==> src/rtl/bus_pkg.sv <==
// bus_pkg: shared definitions for the 8-bit Bus link.
// Used by the producer-side bus_tx. The receiver side imports the same package.
//   TxState_t : transmitter FSM state (IDLE, SEND)
//   BUS_W     : bus byte width
package bus_pkg;

    localparam int BUS_W = 8;

    typedef enum logic [0:0] {
        IDLE = 1'b0,
        SEND = 1'b1
    } TxState_t;

endpackage

==> src/rtl/bus_tx.sv <==
// bus_tx: word-to-byte transmitter for the 8-bit Bus link.
// Takes WIDTH-bit words on a valid/ready stream. Each word is sent least
// significant byte first. Receiver backpressure is honoured via IN_busStall.
// Ports:
//   clk, rst_n     clock, asynchronous active-low reset
//   IN_valid       upstream word valid
//   IN_data        upstream word (WIDTH bits, multiple of 8, >= 8)
//   OUT_ready      combinational; a word is captured on edges where it is high
//   OUT_busData    current byte (registered)
//   OUT_busEnable  OUT_busData is valid (registered)
//   OUT_busLast    current byte ends its word (registered)
//   IN_busStall    receiver cannot take the byte this cycle
module bus_tx
    import bus_pkg::*;
#(
    parameter int WIDTH = 32
) (
    input  logic             clk,
    input  logic             rst_n,
    input  logic             IN_valid,
    input  logic [WIDTH-1:0] IN_data,
    output logic             OUT_ready,
    output logic [BUS_W-1:0] OUT_busData,
    output logic             OUT_busEnable,
    output logic             OUT_busLast,
    input  logic             IN_busStall
);

    localparam int BYTES = WIDTH / BUS_W;
    localparam int IDX_W = (BYTES > 1) ? $clog2(BYTES) : 1;
    localparam logic [IDX_W-1:0] LAST_IDX = IDX_W'(BYTES - 1);

    TxState_t         state_q, state_d;
    logic [WIDTH-1:0] shift_q, shift_d;
    logic [IDX_W-1:0] byte_idx_q, byte_idx_d;
    logic             last_q;
    logic             accept;

    assign last_q = (byte_idx_q == LAST_IDX);

    // Ready while idle, or on the final byte when it will actually leave this
    // edge, so the next word loads with no bubble. Held low during reset.
    assign OUT_ready = rst_n &&
                       ((state_q == IDLE) ||
                        ((state_q == SEND) && last_q && !IN_busStall));
    assign accept    = IN_valid && OUT_ready;

    always_comb begin
        state_d    = state_q;
        shift_d    = shift_q;
        byte_idx_d = byte_idx_q;
        case (state_q)
            IDLE: begin
                // Stall is irrelevant here; nothing is on the bus.
                if (accept) begin
                    shift_d    = IN_data;
                    byte_idx_d = '0;
                    state_d    = SEND;
                end
            end
            SEND: begin
                // Stalled cycles fall through and hold everything.
                if (!IN_busStall) begin
                    if (!last_q) begin
                        shift_d    = shift_q >> BUS_W;
                        byte_idx_d = byte_idx_q + IDX_W'(1);
                    end else if (accept) begin
                        shift_d    = IN_data;
                        byte_idx_d = '0;
                    end else begin
                        state_d = IDLE;
                    end
                end
            end
            default: state_d = IDLE;
        endcase
    end

    always_ff @(posedge clk or negedge rst_n) begin
        if (!rst_n) begin
            state_q    <= IDLE;
            shift_q    <= '0;
            byte_idx_q <= '0;
        end else begin
            state_q    <= state_d;
            shift_q    <= shift_d;
            byte_idx_q <= byte_idx_d;
        end
    end

    assign OUT_busData   = shift_q[BUS_W-1:0];
    assign OUT_busEnable = (state_q == SEND);
    assign OUT_busLast   = (state_q == SEND) && last_q;

endmodule

==> config.mk <==
export PLATFORM = sky130hd
export DESIGN_NAME = bus_tx
export DESIGN_NICKNAME = d
export VERILOG_FILES = /design/src/rtl/bus_pkg.sv /design/src/rtl/bus_tx.sv
export SDC_FILE = /design/constraint.sdc
export NUM_CORES = 1
export LEC_CHECK = 0
export CAP_MARGIN = 20
export CORE_MARGIN = 2
export CORE_UTILIZATION = 42
export CTS_CLUSTER_SIZE = 30
export DETAILED_ROUTE_END_ITERATION = 12
export GPL_TIMING_DRIVEN = 0
export MAX_ROUTING_LAYER = met4
export PLACE_DENSITY = 0.81
export SLEW_MARGIN = 10
export SYNTH_ARGS = -nofsm -noshare
export SYNTH_HDL_FRONTEND = slang
export SYNTH_SLANG_ARGS = --single-unit
==> constraint.sdc <==
create_clock -name clk -period 1.6 [get_ports clk]
set_clock_uncertainty 0.1 [all_clocks]
set_input_delay 0.24 -clock clk [delete_from_list [all_inputs] [get_ports clk]]
set_output_delay 0.24 -clock clk [all_outputs]
set_load 0.01 [all_outputs]
==> results of run 1 <==
[cells in the final DEF, fill, tap and decap left out]
cell	netlist	final
or2b_1	4	4
ha_4	0	1
a32o_1	1	1
dlygate4sd3_1	0	1
dfrtp_1	35	35
nand2b_4	2	2
nand2_1	3	2
mux2_4	0	1
nor2_1	1	1
a22o_4	0	1
o221a_1	20	20
clkinv_2	0	1
nand2b_1	20	20
nor3b_4	0	1
a21oi_2	1	1
buf_12	0	1
buf_6	3	10
and2_1	2	2
a21o_4	1	1
dlygate4sd2_1	0	7
o221a_2	4	4
a22o_1	9	8
a22oi_4	1	1
clkdlybuf4s50_1	0	34
buf_2	5	3
a22o_2	1	2
dlymetal6s2s_1	0	2
clkbuf_8	0	6
buf_4	8	14
nand2_2	0	1
[power breakdown]
| group | switching (mW) | leakage, nW | internal (mW) |
|---|---|---|---|
| sequential | 0.204 | 0.411 | 1.26 |
| clock | 0.296 | 0.0470 | 0.337 |
| combinational | 0.774 | 0.565 | 1.18 |
[critical path: cells and delay by family, from the launching register on]
kind	cells	cell delay, ps
AO/OA/AOI/OAI	2	430
adder cells (fa/ha/maj)	1	200
buffers and inverters	2	310
flip-flops	1	420
AND/OR/NAND/NOR	1	160
[stage by stage]
| stage | instances | utilization [%] |
|---|---|---|
| 2_1_floorplan | 124 | - |
| 3_3_place_gp | 218 | 58.6 |
| 3_5_place_dp | 218 | 58.5 |
| 4_1_cts | 233 | 64.0 |
| 5_1_grt | 236 | 65.1 |
| 6_report | 236 | 65.1 |
[cells by family (layout without fill, tap and decap cells)]
family / count (synthesis) / after routing / synth area share, %
fa+ha+maj: 1 / 1 / 0.756
flops: 35 / 35 / 52.9
simple gates: 33 / 33 / 13.5
compound gates: 38 / 39 / 25.0
mux: 1 / 1 / 0.680
buf+inv: 16 / 79 / 7.18
[layer usage]
layer,GRT usage [%],wire length [um],up-vias,share of wire [%]
met5,-,0,-,0
met4,8.42,89,0,2.2
met3,3.55,218,9,5.5
met2,32.0,1920,40,48
met1,24.1,1740,619,44
li1,-,-,590,-
[repair_timing]
| action | CTS | global route |
|---|---|---|
| hold buffers | 2 | 0 |
| setup endpoints to repair | 41 | 35 |
| gates cloned | 2 | 1 |
| pin swaps | 5 | 6 |
| hold endpoints to repair | 35 | 0 |
| resized for setup | 30 | 6 |
| buffers inserted | 5 | 2 |
[registers in the layout (all words and copies together) (netlist names)]
signal,cells
byte_idx_q,2
shift_q,32
OUT_busEnable,1
[worst paths after layout]
kind	start	endpoint	cells past startpoint
max	byte_idx_q[1]	shift_q[1]	6
min	rst_n	OUT_busEnable	3
max reg2reg	byte_idx_q[1]	shift_q[1]	6
min reg2reg	shift_q[31]	shift_q[31]	1
max in group asynchronous	rst_n	shift_q[21]	3
min in group asynchronous	rst_n	shift_q[22]	3
[layout make-up]
| type | instances | area (um2) | area share [%] |
|---|---|---|---|
| plain buffers | 15 | 129 | 5.33 |
| multi-input cells | 74 | 704 | 29.1 |
| flip-flops and latches | 35 | 876 | 36.2 |
| repair buffers | 57 | 561 | 23.2 |
| well taps | 48 | 60.1 | 2.48 |
| clock inverters | 1 | 5.00 | 0.207 |
| clock buffers | 6 | 82.6 | 3.42 |
==> results.tsv, run 1 <==
stage	metric	value	unit
die	Die ar.	4460	um2
sta	slew of the pin with the lowest slew margin	422	ps
pwr	Power, Total	4.05	mW
sta	Setup TNS Final	-1600	ps
detailed_routing	drt first pass iters	4	
clock_tree	H-tree depth	2	
cells_and_area	area growth from synthesis to layout	46.0	%
yosys	Syn Inst Count	124	
yosys	Synth Area per Inst	13.3	um2
yosys	YS warnings	0	
pwr	leakage power	1.02	nW
grt	vias in the first global route	1273	
clock_tree	Clk pin slew, worst setup/hold paths	70	ps
yosys	Seq/Total Area, Yosys	52.9	%
sta	RSZ-0062 raised after global routing	yes	
placed_design	pre-CTS setup slack	-665	ps
critical_path	crit end category	flop	
clock_tree	CTS tree	built	
yosys	top cell type's share of synthesized area	52.9	%
yosys	cell area after synthesis	1660	um2
clock_tree	clock sink count	35	
grt	GR Overflow Total	0	
detailed_routing	Via Count	1258	
sta	Period Utilization, post-route	106	%
critical_path	Crit Path Class	reg2reg	
detailed_routing	wirelength, routed	3970	um
critical_path	CP most frequent cell	buf_6	
grt	largest net degree at the start of global routing	36	
critical_path	CP cell instances	ha_4, buf_6, nand2b_4, a22oi_4, buf_6, o221a_1	
sta	final worst setup slack	-91.2	ps
die	Ports	47	
yosys	Post-synth EDFFs	0	
cells_and_area	Final Cell Area	2420	um2
grt	overall global routing resource usage	19.7	%
detailed_routing	post-route ant nets	0	
yosys	Yosys reg bits	35	
cells_and_area	# diodes	0	
run	max-cap violation count	0	
yosys	dominant cells by area after synthesis	dfrtp_1 53%, o221a_1 14%, nand2b_1 7.6%	
yosys	Distinct cells, synth	21	
detailed_routing	vias per cell	5.33	
sta	Slew Limit Fails	0	
yosys	Mapped Nets	161	
sta	FMAX	591	MHz
sta	final setup fails	26	
grt	initial antenna violation count	0	
critical_path	crit-path max FO	10	
yosys	most frequent cell after synthesis	dfrtp_1	
critical_path	CP required	1720	ps
clock_tree	CTS Buffer Depth	2	
critical_path	crit-path max cell delay	420	ps
sta	Tmin final	1690	ps
grt	first-pass GRT wire length	6310	um
yosys	Synth async-reset ratio	100	%
placed_design	Post-DP Area	2170	um2
detailed_routing	initial drt markers	69	
die	row cnt	22	
outcome	failing checks	negative setup slack	
detailed_routing	Routed WL per cell	16.8	um
placed_design	I/O Buffers	46	
yosys	top cell type by total area after synthesis	dfrtp_1	
critical_path	Worst setup SP type	flop	
clock_tree	TritonCTS Buffers	5	
cells_and_area	share of layout cells above drive strength 1	27.1	%
critical_path	Worst path slowest cell	dfrtp_1	
critical_path	Critical Path AT	1810	ps
die	Die Y	66.8	um
detailed_routing	drt drc	0	
die	Die X-Extent	66.8	um
die	Initial Util	44.5	%
pwr	Pwr Density	1680	nW/um2
worst_hold_path	Hold Crit Class	in2reg	
yosys	ys flop type	dfrtp_1	
die	core outline area	3720	um2
sta	final hold violations	0	
sta	worst hold slack	352	ps
placed_design	DP HPWL	2520	um
cells_and_area	final-stage net count	225	
pwr	Max IR drop VDD	852	uV
placed_design	GPL Wtd Cong	0.803	
clock_tree	worst skew pair latency	280	ps
outcome	status	finished with violations	
critical_path	r2r setup slk	-90	ps
yosys	most frequent cells after synthesis	35 x dfrtp_1, 20 x nand2b_1, 20 x o221a_1	
cells_and_area	fillers	291	
sta	slew margin rel.	71.9	%
clock_tree	clock root buffer	clkbuf_8	
(Power assumes the default switching activity.)
==> run 2: changes to the inputs <==
- GPL_TIMING_DRIVEN: 0 -> not set
==> results.tsv, run 2 (synthesis gave the netlist of run 1 again) <==
stage	metric	value	unit	change
critical_path	FF-to-FF Start	byte_idx_q[0]		
grt	overall global routing resource usage	18.6	%	-1.0 points
outcome	status	finished with violations		
grt	GR Overflow Total	0		unchanged
detailed_routing	wirelength, routed	3560	um	-10%
pwr	clock power share	18.5	%	+2.9 points
clock_tree	CTS Buffer Depth	2		unchanged
cells_and_area	commonest non-fill, non-tap cell in the layout	clkdlybuf4s50_1		
critical_path	CP most frequent cell	buf_6		
outcome	failing checks	negative setup slack		
clock_tree	H-tree depth	2		unchanged
clock_tree	worst skew pair latency	280	ps	about the same
pwr	sequential power share	36.1	%	about the same
detailed_routing	Via Count	1202		-4.5%
pwr	Max IR drop VDD	982	uV	+15%
critical_path	Crit Path Class	reg2reg		
sta	final worst setup slack	-2.56	ps	+88.6 ps
critical_path	crit-path max cell delay	410	ps	about the same
placed_design	pre-CTS setup slack	-277	ps	+388 ps
pwr	net load switching power	1.20	mW	-5.7%
placed_design	Post-DP Area	2180	um2	+0.29%
detailed_routing	initial drt markers	114		+65%
placed_design	GPL Wtd Cong	0.807		+0.52%
sta	FMAX	624	MHz	+5.5%
critical_path	Worst path slowest cell	dfrtp_1		
grt	initial antenna violation count	0		unchanged
critical_path	reg2reg path depth	6		unchanged
clock_tree	TritonCTS Buffers	5		unchanged
sta	final setup fails	3		-88%
clock_tree	clock sink count	35		unchanged
pwr	Pwr Density	1730	nW/um2	+3.0%
placed_design	DP HPWL	2560	um	+1.4%
critical_path	Critical Path AT	1670	ps	-140 ps
clock_tree	Clk pin slew, worst setup/hold paths	70	ps	about the same
run	max-cap violation count	0		unchanged
die	Die X-Extent	66.8	um	unchanged
detailed_routing	vias per cell	5.25		-1.5%
critical_path	r2r setup slk	-3	ps	+90 ps
sta	Period Utilization, post-route	100	%	-5.5 points
critical_path	CP required	1670	ps	-50 ps
sta	slew of the pin with the lowest slew margin	431	ps	+8.39 ps
die	Initial Util	44.5	%	unchanged
cells_and_area	area growth from synthesis to layout	41.9	%	
critical_path	crit-path max FO	10		unchanged
die	Die ar.	4460	um2	unchanged
sta	slew margin rel.	71.3	%	-0.56 points
cells_and_area	Reg with most FFs	shift_q		
cells_and_area	Final Cell Area	2350	um2	-2.8%
pwr	leakage power	0.971	nW	-5.0%
pwr	Int Pwr	2.86	mW	+2.7%
worst_hold_path	Hold Crit Class	reg2reg		
die	core outline area	3720	um2	unchanged
cells_and_area	final-stage net count	218		-3.1%
cells_and_area	commonest non-fill, non-tap cells in the layout	43 x clkdlybuf4s50_1, 35 x dfrtp_1, 20 x nand2b_1, 20 x o221a_1, 14 x buf_4		
die	row cnt	22		unchanged
clock_tree	clock root buffer	clkbuf_8		
detailed_routing	drt drc	0		unchanged
detailed_routing	post-route ant nets	0		unchanged
critical_path	crit end category	flop		
worst_hold_path	HP Start	shift_q[26]		
worst_hold_path	Min-Delay Path Depth	1		-2
die	Die Y	66.8	um	unchanged
detailed_routing	Routed WL per cell	15.5	um	-7.5%
sta	RSZ-0062 raised after global routing	yes		
pwr	combinational share of power	45.4	%	-2.9 points
cells_and_area	number of flip-flops in the largest register	32		unchanged
sta	Slew Limit Fails	0		unchanged
die	Ports	47		unchanged
critical_path	Worst setup SP type	flop		
cells_and_area	share of layout cells above drive strength 1	23.8	%	-3.4 points
grt	vias in the first global route	1268		-0.39%
sta	final hold violations	0		unchanged
placed_design	I/O Buffers	46		unchanged
critical_path	worst r2r dst	shift_q[8]		
grt	first-pass GRT wire length	5990	um	-5.1%
grt	largest net degree at the start of global routing	36		unchanged
pwr	Sw Ratio	29.6	%	-1.8 points
clock_tree	CTS tree	built		
worst_hold_path	Min-Delay Endpoint	shift_q[26]		
detailed_routing	drt first pass iters	4		unchanged
critical_path	CP cell instances	ha_4, buf_6, nor3b_2, buf_6, or2b_1, o221a_1		
cells_and_area	# diodes	0		unchanged
sta	Tmin final	1600	ps	-88.6 ps
[run 2: final cells by class]
| type | instances | area [um2] |
|---|---|---|
| Sequential cell | 35 | 876 |
| Tap cell | 48 | 60.1 |
| Multi-Input combinational cell | 73 | 678 |
| Clock buffer | 6 | 72.6 |
| Fill cell | 300 | 1370 |
| Clock inverter | 1 | 30.0 |
| Timing Repair Buffer | 66 | 632 |
[run 2: timing repair]
action / CTS / global route
endpoints found under the hold margin: 35 / 0
endpoints found under the setup margin: 35 / 34
pin swaps: 3 / 3
setup buffers: 2 / 2
resized for setup: 13 / 3
hold buffers: 1 / 0
[run 2: worst max path at each step]
stage,start,endpoint,slack [ps],depth (start not counted)
floorplan,byte_idx_q[0],byte_idx_q[0],50,5
global placement,IN_busStall,OUT_ready,-250,5
detailed placement,IN_busStall,OUT_ready,-280,5
CTS,byte_idx_q[1],OUT_ready,-30,5
global route,byte_idx_q[0],shift_q[7],-60,6
finish,byte_idx_q[0],shift_q[8],-3,6
[run 2: through the flow]
stage          TNS [ps]  utilization (%)  cells  total power [mW]  hold WS (ps)
2_1_floorplan         0                -    124              2.60          -156
3_3_place_gp      -3960             58.7    217              3.09           234
3_5_place_dp      -5070             58.7    217              3.19           246
4_1_cts           -95.0             62.5    227              4.03           394
5_1_grt           -1170             63.2    229              4.34           435
6_report          -5.56             63.2    229              4.06           389
[run 2: layer usage]
layer / GRT usage (%) / vias up / share of wire [%]
met1: 22.8 / 576 / 43
li1: - / 576 / -
met5: - / - / 0
met3: 3.21 / 9 / 6.7
met4: 8.42 / 0 / 2.1
met2: 30.3 / 41 / 48
[run 2: power by group through the flow]
stage | registers, mW | logic (mW) | clock network, mW
finish | 1.47 | 1.84 | 0.749
floorplan | 1.41 | 1.19 | 0
global placement | 1.45 | 1.64 | 0
detailed placement | 1.48 | 1.71 | 0
global route | 1.51 | 2.00 | 0.833
CTS | 1.47 | 1.79 | 0.772
[run 2: worst max-delay path, delay by kind of cell (launching register included)]
family	cells	cell delay (ps)
fa+ha+maj	1	190
simple gates	2	400
buf+inv	2	280
flops	1	410
compound gates	1	120
